$ cat src/rtl/ps2_pkg.sv
// Shared constants, state encoding and event layout for the PS/2 Set-2 scan-code decoder.
// The SCANCODE_ASCII_EN macro adds an ASCII field to the event and the Set-2 lookup helper.
package ps2_pkg;

    localparam logic [7:0] PS2_EXT = 8'hE0;
    localparam logic [7:0] PS2_BRK = 8'hF0;

    // Keyboard-to-host protocol bytes that never represent a key.
    localparam logic [7:0] PS2_ERR0   = 8'h00;
    localparam logic [7:0] PS2_BAT_OK = 8'hAA;
    localparam logic [7:0] PS2_ECHO   = 8'hEE;
    localparam logic [7:0] PS2_ACK    = 8'hFA;
    localparam logic [7:0] PS2_RESEND = 8'hFE;
    localparam logic [7:0] PS2_ERR1   = 8'hFF;

    localparam logic [7:0] PS2_LSHIFT = 8'h12;
    localparam logic [7:0] PS2_RSHIFT = 8'h59;

    localparam logic [1:0] ST_IDLE     = 2'd0;
    localparam logic [1:0] ST_GOT_E0   = 2'd1;
    localparam logic [1:0] ST_GOT_F0   = 2'd2;
    localparam logic [1:0] ST_GOT_E0F0 = 2'd3;

    localparam int CODE_W  = 8;
    localparam int ASCII_W = 8;

    typedef struct packed {
`ifdef SCANCODE_ASCII_EN
        logic [ASCII_W-1:0] ascii;
`endif
        logic               ext;
        logic               brk;
        logic [CODE_W-1:0]  code;
    } ps2_event_t;

    function automatic logic is_control_byte(input logic [7:0] b);
        return (b == PS2_ERR0) || (b == PS2_BAT_OK) || (b == PS2_ECHO) ||
               (b == PS2_ACK)  || (b == PS2_RESEND) || (b == PS2_ERR1);
    endfunction

`ifdef SCANCODE_ASCII_EN
    function automatic logic [7:0] ascii_lookup(input logic [7:0] code, input logic shift);
        logic [7:0] ch;
        case (code)
            8'h1C: ch = 8'h61; 8'h32: ch = 8'h62; 8'h21: ch = 8'h63; 8'h23: ch = 8'h64;
            8'h24: ch = 8'h65; 8'h2B: ch = 8'h66; 8'h34: ch = 8'h67; 8'h33: ch = 8'h68;
            8'h43: ch = 8'h69; 8'h3B: ch = 8'h6A; 8'h42: ch = 8'h6B; 8'h4B: ch = 8'h6C;
            8'h3A: ch = 8'h6D; 8'h31: ch = 8'h6E; 8'h44: ch = 8'h6F; 8'h4D: ch = 8'h70;
            8'h15: ch = 8'h71; 8'h2D: ch = 8'h72; 8'h1B: ch = 8'h73; 8'h2C: ch = 8'h74;
            8'h3C: ch = 8'h75; 8'h2A: ch = 8'h76; 8'h1D: ch = 8'h77; 8'h22: ch = 8'h78;
            8'h35: ch = 8'h79; 8'h1A: ch = 8'h7A;
            8'h45: ch = 8'h30; 8'h16: ch = 8'h31; 8'h1E: ch = 8'h32; 8'h26: ch = 8'h33;
            8'h25: ch = 8'h34; 8'h2E: ch = 8'h35; 8'h36: ch = 8'h36; 8'h3D: ch = 8'h37;
            8'h3E: ch = 8'h38; 8'h46: ch = 8'h39;
            8'h29: ch = 8'h20;
            8'h5A: ch = 8'h0D;
            default: ch = 8'h00;
        endcase
        // Only letters change case; digits, space and enter ignore shift.
        if (shift && (ch >= 8'h61) && (ch <= 8'h7A)) begin
            ch = ch - 8'h20;
        end
        return ch;
    endfunction
`endif

endpackage

$ cat src/rtl/ps2_event_fifo.sv
// First-word-fall-through event FIFO; head is driven straight from storage.
// When full, a push alongside a pop is accepted; a lone push is dropped and flagged.
module ps2_event_fifo #(
    parameter int WIDTH = 10,
    parameter int DEPTH = 4
) (
    input  logic             Clock,
    input  logic             Reset,
    input  logic             push,
    input  logic [WIDTH-1:0] push_data,
    input  logic             pop,
    output logic [WIDTH-1:0] head_data,
    output logic             empty,
    output logic             full,
    output logic             dropped
);

    localparam int AW = $clog2(DEPTH);

    logic [WIDTH-1:0] mem [DEPTH];
    logic [AW-1:0]    wr_ptr_reg;
    logic [AW-1:0]    rd_ptr_reg;
    logic [AW:0]      count_reg;
    logic             do_push;
    logic             do_pop;

    assign empty   = (count_reg == '0);
    assign full    = (count_reg == (AW+1)'(DEPTH));
    assign do_pop  = pop & ~empty;
    assign do_push = push & (~full | do_pop);
    assign dropped = push & ~do_push;

    // Gate the head so the unreset storage never leaks onto the outputs.
    assign head_data = empty ? '0 : mem[rd_ptr_reg];

    always_ff @(posedge Clock) begin
        if (do_push) begin
            mem[wr_ptr_reg] <= push_data;
        end
    end

    always_ff @(posedge Clock) begin
        if (Reset) begin
            wr_ptr_reg <= '0;
            rd_ptr_reg <= '0;
            count_reg  <= '0;
        end else begin
            if (do_push) begin
                wr_ptr_reg <= wr_ptr_reg + 1'b1;
            end
            if (do_pop) begin
                rd_ptr_reg <= rd_ptr_reg + 1'b1;
            end
            case ({do_push, do_pop})
                2'b10:   count_reg <= count_reg + 1'b1;
                2'b01:   count_reg <= count_reg - 1'b1;
                default: count_reg <= count_reg;
            endcase
        end
    end

endmodule

$ cat src/rtl/ps2_scancode_decoder.sv
// PS/2 Set-2 scan-code decoder: folds E0/F0 prefixes into make/break events queued in a FWFT FIFO.
// Define SCANCODE_ASCII_EN to add shift tracking and an ASCII translation stored with each event.
module ps2_scancode_decoder
    import ps2_pkg::*;
#(
    parameter int FIFO_DEPTH     = 4,
    parameter int TIMEOUT_CYCLES = 50000
) (
    input  logic       Clock,
    input  logic       Reset,
    input  logic [7:0] iByte,
    input  logic       iByteValid,
    input  logic       iEventRead,
    output logic       oEventValid,
    output logic [7:0] oKeyCode,
    output logic       oExtended,
    output logic       oBreak,
    output logic [7:0] oAscii,
    output logic       oOverflow,
    output logic       oPrefixTimeout
);

    localparam int TW = $clog2(TIMEOUT_CYCLES);

    logic [1:0]    state_reg;
    logic [1:0]    state_next;
    logic [TW-1:0] timer_reg;
    logic          timeout_reg;
    logic          overflow_reg;
    logic          expire;
    logic          push_valid;
    logic          push_ext;
    logic          push_brk;
    ps2_event_t    push_event;
    ps2_event_t    head_event;
    logic          fifo_empty;
    logic          fifo_full;
    logic          fifo_dropped;

    always_comb begin
        state_next = state_reg;
        push_valid = 1'b0;
        push_ext   = 1'b0;
        push_brk   = 1'b0;
        expire     = 1'b0;
        if (iByteValid) begin
            case (state_reg)
                ST_IDLE: begin
                    if (iByte == PS2_EXT) begin
                        state_next = ST_GOT_E0;
                    end else if (iByte == PS2_BRK) begin
                        state_next = ST_GOT_F0;
                    end else begin
                        push_valid = ~is_control_byte(iByte);
                    end
                end
                ST_GOT_E0: begin
                    if (iByte == PS2_BRK) begin
                        state_next = ST_GOT_E0F0;
                    end else if (iByte != PS2_EXT) begin
                        push_valid = 1'b1;
                        push_ext   = 1'b1;
                        state_next = ST_IDLE;
                    end
                end
                ST_GOT_F0: begin
                    if (iByte == PS2_EXT) begin
                        state_next = ST_GOT_E0F0;
                    end else if (iByte != PS2_BRK) begin
                        push_valid = 1'b1;
                        push_brk   = 1'b1;
                        state_next = ST_IDLE;
                    end
                end
                default: begin
                    if ((iByte != PS2_EXT) && (iByte != PS2_BRK)) begin
                        push_valid = 1'b1;
                        push_ext   = 1'b1;
                        push_brk   = 1'b1;
                        state_next = ST_IDLE;
                    end
                end
            endcase
        end else if ((state_reg != ST_IDLE) && (timer_reg == TW'(TIMEOUT_CYCLES - 1))) begin
            // An arriving byte always beats the timeout, hence the else-branch.
            state_next = ST_IDLE;
            expire     = 1'b1;
        end
    end

    always_ff @(posedge Clock) begin
        if (Reset) begin
            state_reg    <= ST_IDLE;
            timer_reg    <= '0;
            timeout_reg  <= 1'b0;
            overflow_reg <= 1'b0;
        end else begin
            state_reg   <= state_next;
            timeout_reg <= expire;
            if (fifo_dropped) begin
                overflow_reg <= 1'b1;
            end
            if (iByteValid || expire) begin
                timer_reg <= '0;
            end else if (state_reg != ST_IDLE) begin
                timer_reg <= timer_reg + 1'b1;
            end
        end
    end

`ifdef SCANCODE_ASCII_EN
    logic shift_reg;

    // Only the plain shift codes count; E0 12 is a fake shift sent around some extended keys.
    always_ff @(posedge Clock) begin
        if (Reset) begin
            shift_reg <= 1'b0;
        end else if (push_valid && !push_ext &&
                     ((iByte == PS2_LSHIFT) || (iByte == PS2_RSHIFT))) begin
            shift_reg <= ~push_brk;
        end
    end
`endif

    always_comb begin
        push_event      = '0;
        push_event.code = iByte;
        push_event.ext  = push_ext;
        push_event.brk  = push_brk;
`ifdef SCANCODE_ASCII_EN
        push_event.ascii = push_ext ? 8'h00 : ascii_lookup(iByte, shift_reg);
`endif
    end

    ps2_event_fifo #(
        .WIDTH ($bits(ps2_event_t)),
        .DEPTH (FIFO_DEPTH)
    ) u_fifo (
        .Clock     (Clock),
        .Reset     (Reset),
        .push      (push_valid),
        .push_data (push_event),
        .pop       (iEventRead),
        .head_data (head_event),
        .empty     (fifo_empty),
        .full      (fifo_full),
        .dropped   (fifo_dropped)
    );

    assign oEventValid    = ~fifo_empty;
    assign oKeyCode       = head_event.code;
    assign oExtended      = head_event.ext;
    assign oBreak         = head_event.brk;
    assign oOverflow      = overflow_reg;
    assign oPrefixTimeout = timeout_reg;
`ifdef SCANCODE_ASCII_EN
    assign oAscii = head_event.ascii;
`else
    assign oAscii = 8'h00;
`endif

endmodule

$ cat config.mk
export PLATFORM = sky130hd
export DESIGN_NAME = ps2_scancode_decoder
export DESIGN_NICKNAME = d
export VERILOG_FILES = /design/src/rtl/ps2_pkg.sv /design/src/rtl/ps2_event_fifo.sv /design/src/rtl/ps2_scancode_decoder.sv
export SDC_FILE = /design/constraint.sdc
export NUM_CORES = 1
export LEC_CHECK = 0
export CAP_MARGIN = 20
export CORE_MARGIN = 3
export CORE_UTILIZATION = 56
export DETAILED_ROUTE_END_ITERATION = 7
export PLACE_DENSITY = 0.8
export SYNTH_ARGS = -nofsm -noshare
export SYNTH_HDL_FRONTEND = slang
export SYNTH_SLANG_ARGS = --single-unit
$ cat constraint.sdc
create_clock -name Clock -period 4.2 [get_ports Clock]
set_input_delay 1.26 -clock Clock [delete_from_list [all_inputs] [get_ports Clock]]
set_output_delay 1.26 -clock Clock [all_outputs]
set_load 0.005 [all_outputs]
# [After elaboration in Yosys (flattened, before gate mapping)]
# Memories as Yosys holds them, arrays and structs flattened. A register that Yosys moved wholly into a read port is not among the register bits.
# Cells that the tools add are included.
[totals] word_cells=89 out_inout_bits=21 mem_bits_rw=40 mem_count=1 register_bits=27 in_bits=12
[memory_table] memory="u_fifo.mem" depth=4 word_bits=10 read_ports=1 rd_clocked_by_memory_dff=1 wr=1 line="ps2_event_fifo.sv:20" rtl="logic [WIDTH-1:0] mem [DEPTH];"
[classes] n_addsub=5 bitwise_logic=8 reduce_logical=18 n_mux=31 eq_ne=19
[op_table] op="$eq 8x8->1 const B" n=7
[op_table] op="$mux 2" n=11
[op_table] op="$add 16x1->16 const B" n=1
[op_table] op="$eq 16x16->1 const B" n=1
[op_table] op="$ne 8x8->1 const B" n=2
[op_table] op="$mux 1" n=14
[op_table] op="$ne 4x4->1 const B" n=3
[op_table] op="$mux 10" n=1
[op_table] op="$logic_not 8->1" n=1
[op_table] op="$logic_or 1x1->1" n=6
[op_table] op="$pmux 2 s3" n=1
[op_table] op="$pmux 3 s2" n=1
[op_table] op="$reduce_bool 2->1" n=3
[op_table] op="$reduce_or 2->1" n=3
[op_table] op="$ne 5x1->1 const B" n=1
[op_table] op="$reduce_and 5->1" n=1
[op_table] op="$add 2x1->2 const B" n=2
[op_table] op="$eq 2x1->1 const B" n=2
[op_table] op="$eq 2x2->1 const B" n=2
[op_table] op="$not 1->1" n=4
[op_table] op="$pmux 1 s2" n=2
[op_table] op="$add 3x1->3 const B" n=1
[op_table] op="$and 1x1->1" n=3
[op_table] op="$eq 3x3->1 const B" n=1
[op_table] op="other kinds (6)" n=7

# [Depth between registers and ports, before layout]
# Gate-level depths: netlist of run 1.
[depth] depth_word=14 ltp_mapped=12

# [Cells and area by module]
# From an unflattened synthesis of run 1, not the netlist that was laid out.
[hier_totals] cells_unflattened=274 hier_area_um2=3347.0
[modules_own_cells] mod="ps2_event_fifo" area_per_inst_um2=2153.3 cells_each=132 seq_area_each_um2=1381.3 n_inst=1
[modules_own_cells] mod="ps2_scancode_decoder" area_per_inst_um2=1193.6 cells_each=142 seq_area_each_um2=400.4 n_inst=1

# [Worst setup path after synthesis of run 1]
# Ideal clock, no wire load.
[synth_timing] path_kind="input -> register" start="input iByte[0]" end="register u_fifo.count_reg[2]" t_arrival_ns=3.425 cell_stages=10 path_buffers=0 setup_slack_ns=0.705 path_cell_list="or4_1 -> o211ai_1 -> a221oi_2 -> o21ai_4 -> ha_1 -> inv_1 -> fa_1 -> xor2_1 -> or3_1 -> a21oi_1"
[synth_between] elab_chain_len=14 word_cells_on_any_way=31 cone_classes="eq/ne: 11; mux: 10; bitwise: 2; reduce/logical: 8"
[synth_lines] item="start: declaration" line="ps2_scancode_decoder.sv:11" rtl="input logic [7:0] iByte,"
[synth_lines] item="$eq 8x8->1 / $logic_not 8->1 (equally long branches)" line="ps2_pkg.sv:37" rtl="return (b == PS2_ERR0) || (b == PS2_BAT_OK) || (b == PS2_ECHO) ||"
[synth_lines] item="$logic_or 1x1->1 (3 in a row)" line="ps2_pkg.sv:37"
[synth_lines] item="$logic_or 1x1->1 (2 in a row)" line="ps2_pkg.sv:38" rtl="(b == PS2_ACK) || (b == PS2_RESEND) || (b == PS2_ERR1);"
[synth_lines] item="$not 1->1" line="ps2_scancode_decoder.sv:54" rtl="push_valid = ~is_control_byte(iByte);"
[synth_lines] item="$mux 1" line="ps2_scancode_decoder.sv:51" rtl="end else if (iByte == PS2_BRK) begin"
[synth_lines] item="$mux 1" line="ps2_scancode_decoder.sv:49" rtl="if (iByte == PS2_EXT) begin"
[synth_lines] item="$pmux 1 s3 *" line="ps2_scancode_decoder.sv:47" rtl="case (state_reg)"
[synth_lines] item="$mux 1 *" line="ps2_scancode_decoder.sv:46" rtl="if (iByteValid) begin"
[synth_lines] item="$and 1x1->1 *" line="ps2_event_fifo.sv:30" rtl="assign do_push = push & (~full | do_pop);"
[synth_lines] item="$eq 2x1->1 / $eq 2x2->1 (equally long branches)" line="ps2_event_fifo.sv:54" rtl="case ({do_push, do_pop})"
[synth_lines] item="$pmux 3 s2 / $reduce_bool 2->1 (equally long branches)"
[synth_lines] item="end signal: assignment" line="ps2_event_fifo.sv:55" rtl="2'b10: count_reg <= count_reg + 1'b1;"
[synth_lines] item="end signal: assignment" line="ps2_event_fifo.sv:56" rtl="2'b01: count_reg <= count_reg - 1'b1;"
[synth_lines] item="end signal: assignment" line="ps2_event_fifo.sv:57" rtl="default: count_reg <= count_reg;"
[synth_lines] item="end: declaration" line="ps2_event_fifo.sv:23" rtl="logic [AW:0] count_reg;"
# Every way passes the cells marked *; elsewhere a longest branch is shown, timed or not.
# A chain may end at the register's enable or synchronous reset.

# [Worst setup path after layout of run 1]
# Ends and elaborated chain as after synthesis.

==> metrics.md, run 1 <==
| Metric | Value |
|---|---|
| Wire length per cell | `15.7 microns` |
| Sequential share of the synthesized area | `56.8%` |
| Initial Util | `59.6%` |
| Final Setup Violations | `0` |
| Multiplexer share of the synthesized area | `about a tenth` |
| Synth Instances | `252` |
| Area share of and/or/nand/nor cells after synthesis | `15.6%` |
| Pins over their slew limit | `0` |
| Clock sink count | `69` |
| Die Ht | `80.9 microns` |
| Maximum VDD drop | `between 200 and 300 uV` |
| Post-synth EDFFs | `40` |
| Critical-path cell list | `clkdlybuf4s50_1 > or4_1 > o211ai_1 > a221oi_2 > o21ai_4 > ha_1 > inv_1 > fa_1 > xor2_1 > or3_1 > a21oi_1` |
| Row count | `26` |
| # diodes | `0` |
| Period utilisation layout | `88.6%` |
| Startpoint types | `input pin` |
| Fill count | `389` |
| Final Instance Count excl. Fillers | `360` |
| Via density | `5.46` |
| Min cycle time layout | `3720 ps` |
| Power density cells | `roughly 480 nW/um^2` |
| Final hold violation count | `0` |
| Max-Cap Viols | `0` |
| H-tree depth | `3` |
| Port Buffers | `24` |
| Largest area contributor in the netlist | `edfxtp_1` |
| Placed Cells | `344` |
| Area delta synth->final | `16.9%` |
| Clock Latency Late Sink | `350 ps` |
| DPL Wire Length | `3970 microns` |
| Critical Path Max Stage Delay | `about 550 ps` |
| Clk slew on worst S/H paths | `about 70 ps` |
| First-pass GRT wire length | `9770 microns` |
| RSZ-0062 raised after global routing | `no` |
| Worst-margin pin slew | `704 ps` |
| Core Footprint | `between 5000 and 6000 sq um` |
| CP required | `4480 ps` |
| Die width | `80.9 microns` |
| PostCTS Resize Cnt | `0` |
| Yosys warns | `0` |
| Status | `finished, final reports clean` |
| Drt first-iter violations | `162` |
| Rel. slew slack | `53.0%` |
| Largest family of logic cells by synthesized area | `simple AND/OR/NAND/NOR gates` |
| Synth Flop Type | `edfxtp_1` |
| Post-synthesis adder-cell area fraction | `between 4 and 5%` |
| HP Class | `reg -> reg` |
| Largest net degree at the start of global routing | `17` |
| Syn_area_per_cell | `12.5 sq um` |
| Nets | `roughly 300` |
| Vias in the first global route | `2009` |
| Number of routed nets with antenna violations | `0` |
| Setup bufs post-CTS | `0` |
| Mapped cell area | `about 3100 sq um` |
| Fraction of registers with async set/reset | `0%` |
| Max FO, Critical Path | `8` |
| Final WL | `5650 microns` |
| Clock Skew | `6.74 ps` |
| Fmax | `0.269 GHz` |
| Cts-stage hold buffer count | `0` |
| DRC violations left | `0` |
| Post-Synth XOR/XNOR Area | `under 10%` |
| Kind of critical path | `in -> reg` |
| Max FFs per register | `40` |
| Routability Congestion | `between 0.7 and 0.8` |
| Library cells used by synthesis | `44` |
| Layout cell share with drive strength beyond 1 | `about an eighth` |
| Die area | `around 6500 sq um` |
| Slowest-stage cell, CP | `or4_1` |
| TNS Setup | `0 ps` |
| Overall global routing resource usage | `20.5%` |
| Number of synthesized register bits | `between 60 and 70` |
| Top Ports | `33` |
| Min Hold Slack | `459 ps` |
| CP Data Arrival Time | `4000 ps` |
| Initial DRT Pass Iterations | `4` |
| Area share of the largest cell type after synthesis | `38.3%` |
| Setup crit end kind | `register` |
| Largest cells by area after synthesis | `edfxtp_1, dfxtp_1, mux4_2, ha_1, nor2_1` |
| Total gr overflow | `0` |
| Compound-gate portion of the synthesized area | `around 4%` |
| Root buf cell | `clkbuf_8` |
| Vias | `1966` |
| P_leak | `~0.0013 uW` |
| Initial antenna violation count | `0` |
| CTS max path bufs | `2` |
| Pwr Total | `~1800 uW` |
| Total CTS buffers | `9` |
| TritonCTS clock tree | `yes` |
kinds of logic (layout without fill, tap and decap cells):
family,count (synthesis),after routing
multiplexers,17,17
adder cells (fa/ha/maj),11,11
flip-flops,69,69
buffers and inverters,26,57
AO/OA/AOI/OAI,16,16
other,1,8
AND/OR/NAND/NOR,93,93
XOR/XNOR,19,19
worst max-delay path: cells and delay by family:
kind / cells / cell delay, ps
simple gates: 2 / 850
buf+inv: 2 / 580
compound gates: 4 / 570
fa+ha+maj: 2 / 570
xor+xnor: 1 / 160
power breakdown:
group          internal [uW]  leakage [uW]  total [uW]  switching, uW
Combinational            235      0.000575         398            164
Sequential               767      0.000604         813           45.6
Clock                    301      0.000109         543            242
worst paths after layout:
path | end | cells after the start | slack [ps] | from
setup / recovery | u_fifo.count_reg[2]$_SDFFE_PP0P_ | 11 | 480 | iByte[0]
hold reg to reg | oOverflow$_SDFFE_PP0P_ | 2 | 460 | oOverflow$_SDFFE_PP0P_
setup reg to reg | u_fifo.count_reg[2]$_SDFFE_PP0P_ | 10 | 1610 | state_reg[0]$_SDFFE_PP0P_
hold / removal | oOverflow$_SDFFE_PP0P_ | 2 | 460 | oOverflow$_SDFFE_PP0P_
per-layer routing:
metal / vias up / share of wire [%] / global-route usage (%)
met5: - / 0 / 0
met4: 0 / 2.0 / 7.77
met3: 13 / 6.0 / 6.43
met2: 61 / 50 / 33.0
met1: 939 / 42 / 26.0
li1: 953 / - / -
cell type report:
cell class / instances / area, sq um / share of cell area (%)
Multi-Input combinational cell: 164 / 1250 / 34.2
Tap cell: 70 / 87.6 / 2.39
Sequential cell: 69 / 1780 / 48.6
Clock inverter: 4 / 26.3 / 0.716
Clock buffer: 12 / 188 / 5.12
Timing Repair Buffer: 31 / 293 / 7.98
Inverter: 10 / 37.5 / 1.02
Yosys cell counts, types with 2 or more instances:
cell type,count
nand2_1,12
xnor2_1,6
nor2b_1,6
mux4_2,10
clkbuf_1,6
nand4_1,6
dfxtp_1,29
nor4_1,3
ha_1,10
and4_1,2
nand2b_1,4
o21bai_1,2
or4_1,2
inv_1,10
buf_4,8
a21oi_1,4
or3_1,2
and2_1,11
mux2_1,2
edfxtp_1,40
xor2_1,13
nor2_1,32
and3_1,2
o21ai_0,3
mux2i_1,5
nand3_1,3
nor3_1,2
layout by cell type, fill, tap and decap left out, types with 4 or more instances in the layout:
| cell type | netlist | final |
|---|---|---|
| a21oi_1 | 4 | 4 |
| and2_1 | 11 | 11 |
| buf_4 | 8 | 7 |
| clkbuf_8 | 0 | 10 |
| clkdlybuf4s50_1 | 0 | 24 |
| conb_1 | 1 | 8 |
| dfxtp_1 | 29 | 29 |
| edfxtp_1 | 40 | 40 |
| ha_1 | 10 | 10 |
| inv_1 | 10 | 10 |
| mux2i_1 | 5 | 5 |
| mux4_2 | 10 | 10 |
| nand2_1 | 12 | 12 |
| nand2b_1 | 4 | 4 |
| nand4_1 | 6 | 6 |
| nor2_1 | 32 | 32 |
| nor2b_1 | 6 | 6 |
| xnor2_1 | 6 | 6 |
| xor2_1 | 13 | 13 |
metrics by stage:
stage	cell area, sq um	setup slack [ps]	util [%]
after floorplan	3170	705	-
after global placement	3450	189	65.6
after detailed placement	3450	155	65.6
after CTS	3670	502	69.6
after global routing	3670	347	69.6
final	3670	480	69.6
Power figures use the tool's default switching activity.
==> run 2, diff against run 1 <==
RECOVER_POWER = 50   (was unset)
REMOVE_ABC_BUFFERS = 1   (was unset)
==> run 2 against run 1 <==
Non-clock buffer count did not move. Fmax decreased by 4.2%. Clock-buffer cell count down 2. Power grew 4.6%. Register-to-register slack improved by 40 ps. Final cell count is the same. Clock skew decreased by 1.4 ps. Largest power group unchanged. Die area is the same. Critical path type unchanged. Sequential share of layout area shrank 0.25 points. Highest routed layer unchanged. First-iteration DRC count decreased by 20%.
==> metrics.md, run 2 (synthesized netlist as in run 1, its figures left out) <==
| Metric | Value |
|---|---|
| Status | `finished, final reports clean` |
| Crit path buffers/inverters | `2` |
| Initial Util | `59.6%` |
| Row count | `26` |
| Startpoint types | `input pin` |
| Vias in the first global route | `approximately 1.8k` |
| TNS Setup | `0 ps` |
| Maximum VDD drop | `310 uV` |
| Final core occ | `70.0%` |
| Cts-stage hold buffer count | `0` |
| Kind of critical path | `in -> reg` |
| Final WL | `between 5000 and 6000 microns` |
| Worst Slack Setup Final | `315 ps` |
| H-tree depth | `3` |
| Worst-margin pin slew | `671 ps` |
| Initial antenna violation count | `0` |
| Critical-path cell list | `dlygate4sd3_1 > or4_1 > o211ai_1 > a221oi_2 > o21ai_4 > ha_1 > inv_1 > fa_1 > xor2_1 > or3_1 > a21oi_1` |
| Root buf cell | `clkbuf_8` |
| Rel. slew slack | `between 50% and 60%` |
| Max FO, Critical Path | `9` |
| Via density | `5.23` |
| Power density cells | `498 nW/um^2` |
| Die Ht | `80.9 microns` |
| Die area | `6540 sq um` |
| RSZ-0062 raised after global routing | `no` |
| HP Class | `reg -> reg` |
| Setup bufs post-CTS | `0` |
| # diodes | `0` |
| Most frequent cells in the layout | `edfxtp_1, nor2_1, dfxtp_1, xor2_1, clkdlybuf4s50_1` |
| Initial DRT Pass Iterations | `4` |
| Routability Congestion | `0.752` |
| Number of routed nets with antenna violations | `0` |
| Total CTS buffers | `9` |
| Crit-path leading delay family | `simple AND/OR/NAND/NOR gates` |
| Final Setup Violations | `0` |
| TritonCTS clock tree | `yes` |
| Max-Cap Viols | `0` |
| Final hold violation count | `0` |
| Clock sink count | `between 60 and 70` |
| Min cycle time layout | `between 3000 and 4000 ps` |
| CP required | `between 4000 and 5000 ps` |
| CP Data Arrival Time | `4150 ps` |
| Period utilisation layout | `92.5%` |
| Layout cell share with drive strength beyond 1 | `approximately 11%` |
| Hold Startpoint | `oOverflow$_SDFFE_PP0P_` |
| Vias | `around 1.9k` |
| First-pass GRT wire length | `about 8700 microns` |
| Core Footprint | `5270 sq um` |
| DPL Wire Length | `3620 microns` |
| Clk slew on worst S/H paths | `70 ps` |
| Total gr overflow | `0` |
| Die width | `80.9 microns` |
| Clock Skew | `5.36 ps` |
| Setup WS pre-CTS | `83.5 ps` |
| PostCTS Resize Cnt | `0` |
| Critical Path Max Stage Delay | `650 ps` |
| R2r startpoint | `state_reg[0]$_SDFFE_PP0P_` |
| Setup crit start | `iByte[1]` |
| Slowest-stage cell, CP | `dlygate4sd3_1` |
| Overall global routing resource usage | `18.0%` |
| Clock Latency Late Sink | `340 ps` |
| Setup crit end kind | `register` |
| Area delta synth->final | `17.5%` |
| Largest net degree at the start of global routing | `17` |
| Port Buffers | `24` |
| CTS max path bufs | `2` |
| Most common cell after layout, fill and taps aside | `edfxtp_1` |
| Drt first-iter violations | `130` |
| DRC violations left | `0` |
| P_leak | `between 0.001 and 0.0015 uW` |
| Max FFs per register | `40` |
| Top Ports | `33` |
| Pins over their slew limit | `0` |
| Nets | `308` |
| Fmax | `0.257 GHz` |
| Wire length per cell | `14.4 microns` |
-- run 2: power by group --
| group | total, uW | leakage [uW] | internal [uW] | switching (uW) |
|---|---|---|---|---|
| clock network | 638 | 0.000120 | 396 | 243 |
| logic | 388 | 0.000576 | 232 | 156 |
| registers | 810 | 0.000604 | 767 | 43.0 |
-- run 2: cell type report --
class	count	area, sq um
Clock buffer	10	128
Clock inverter	6	113
Fill cell	396	1580
Inverter	10	37.5
Multi-Input combinational cell	164	1250
Sequential cell	69	1780
Tap cell	70	87.6
Timing Repair Buffer	31	285
-- run 2: path summary, 6_finish.rpt --
kind,end,slack [ps],depth (start not counted)
setup / recovery,u_fifo.count_reg[2]$_SDFFE_PP0P_,320,11
hold / removal,oOverflow$_SDFFE_PP0P_,470,2
setup reg to reg,u_fifo.count_reg[2]$_SDFFE_PP0P_,1650,10
hold reg to reg,oOverflow$_SDFFE_PP0P_,470,2
-- run 2: worst register-to-register path, delay by kind of cell (launching register included) --
kind | cells | cell delay, ps
buf+inv | 2 | 150
compound gates | 3 | 670
xor+xnor | 1 | 150
fa+ha+maj | 3 | 820
simple gates | 1 | 300
flops | 1 | 390
-- run 2: per-layer routing --
layer / track usage (%) / part of all wire [%] / vias to the layer above
met1: 24.0 / 47 / 881
met3: 5.99 / 4.9 / 6
met4: 7.43 / 0.89 / 0
met2: 27.3 / 48 / 49
li1: - / - / 947
met5: 0 / 0 / -
-- run 2: through the flow --
| step | total power [uW] | cell area (sq um) | hold slack (ps) | instances |
|---|---|---|---|---|
| after floorplan | 1030 | 3070 | 436 | 243 |
| after global placement | 1210 | 3450 | 443 | 344 |
| after detailed placement | 1220 | 3450 | 469 | 344 |
| after CTS | 1860 | 3690 | 486 | 360 |
| after global routing | 1930 | 3690 | 494 | 360 |
| final | 1840 | 3690 | 471 | 360 |
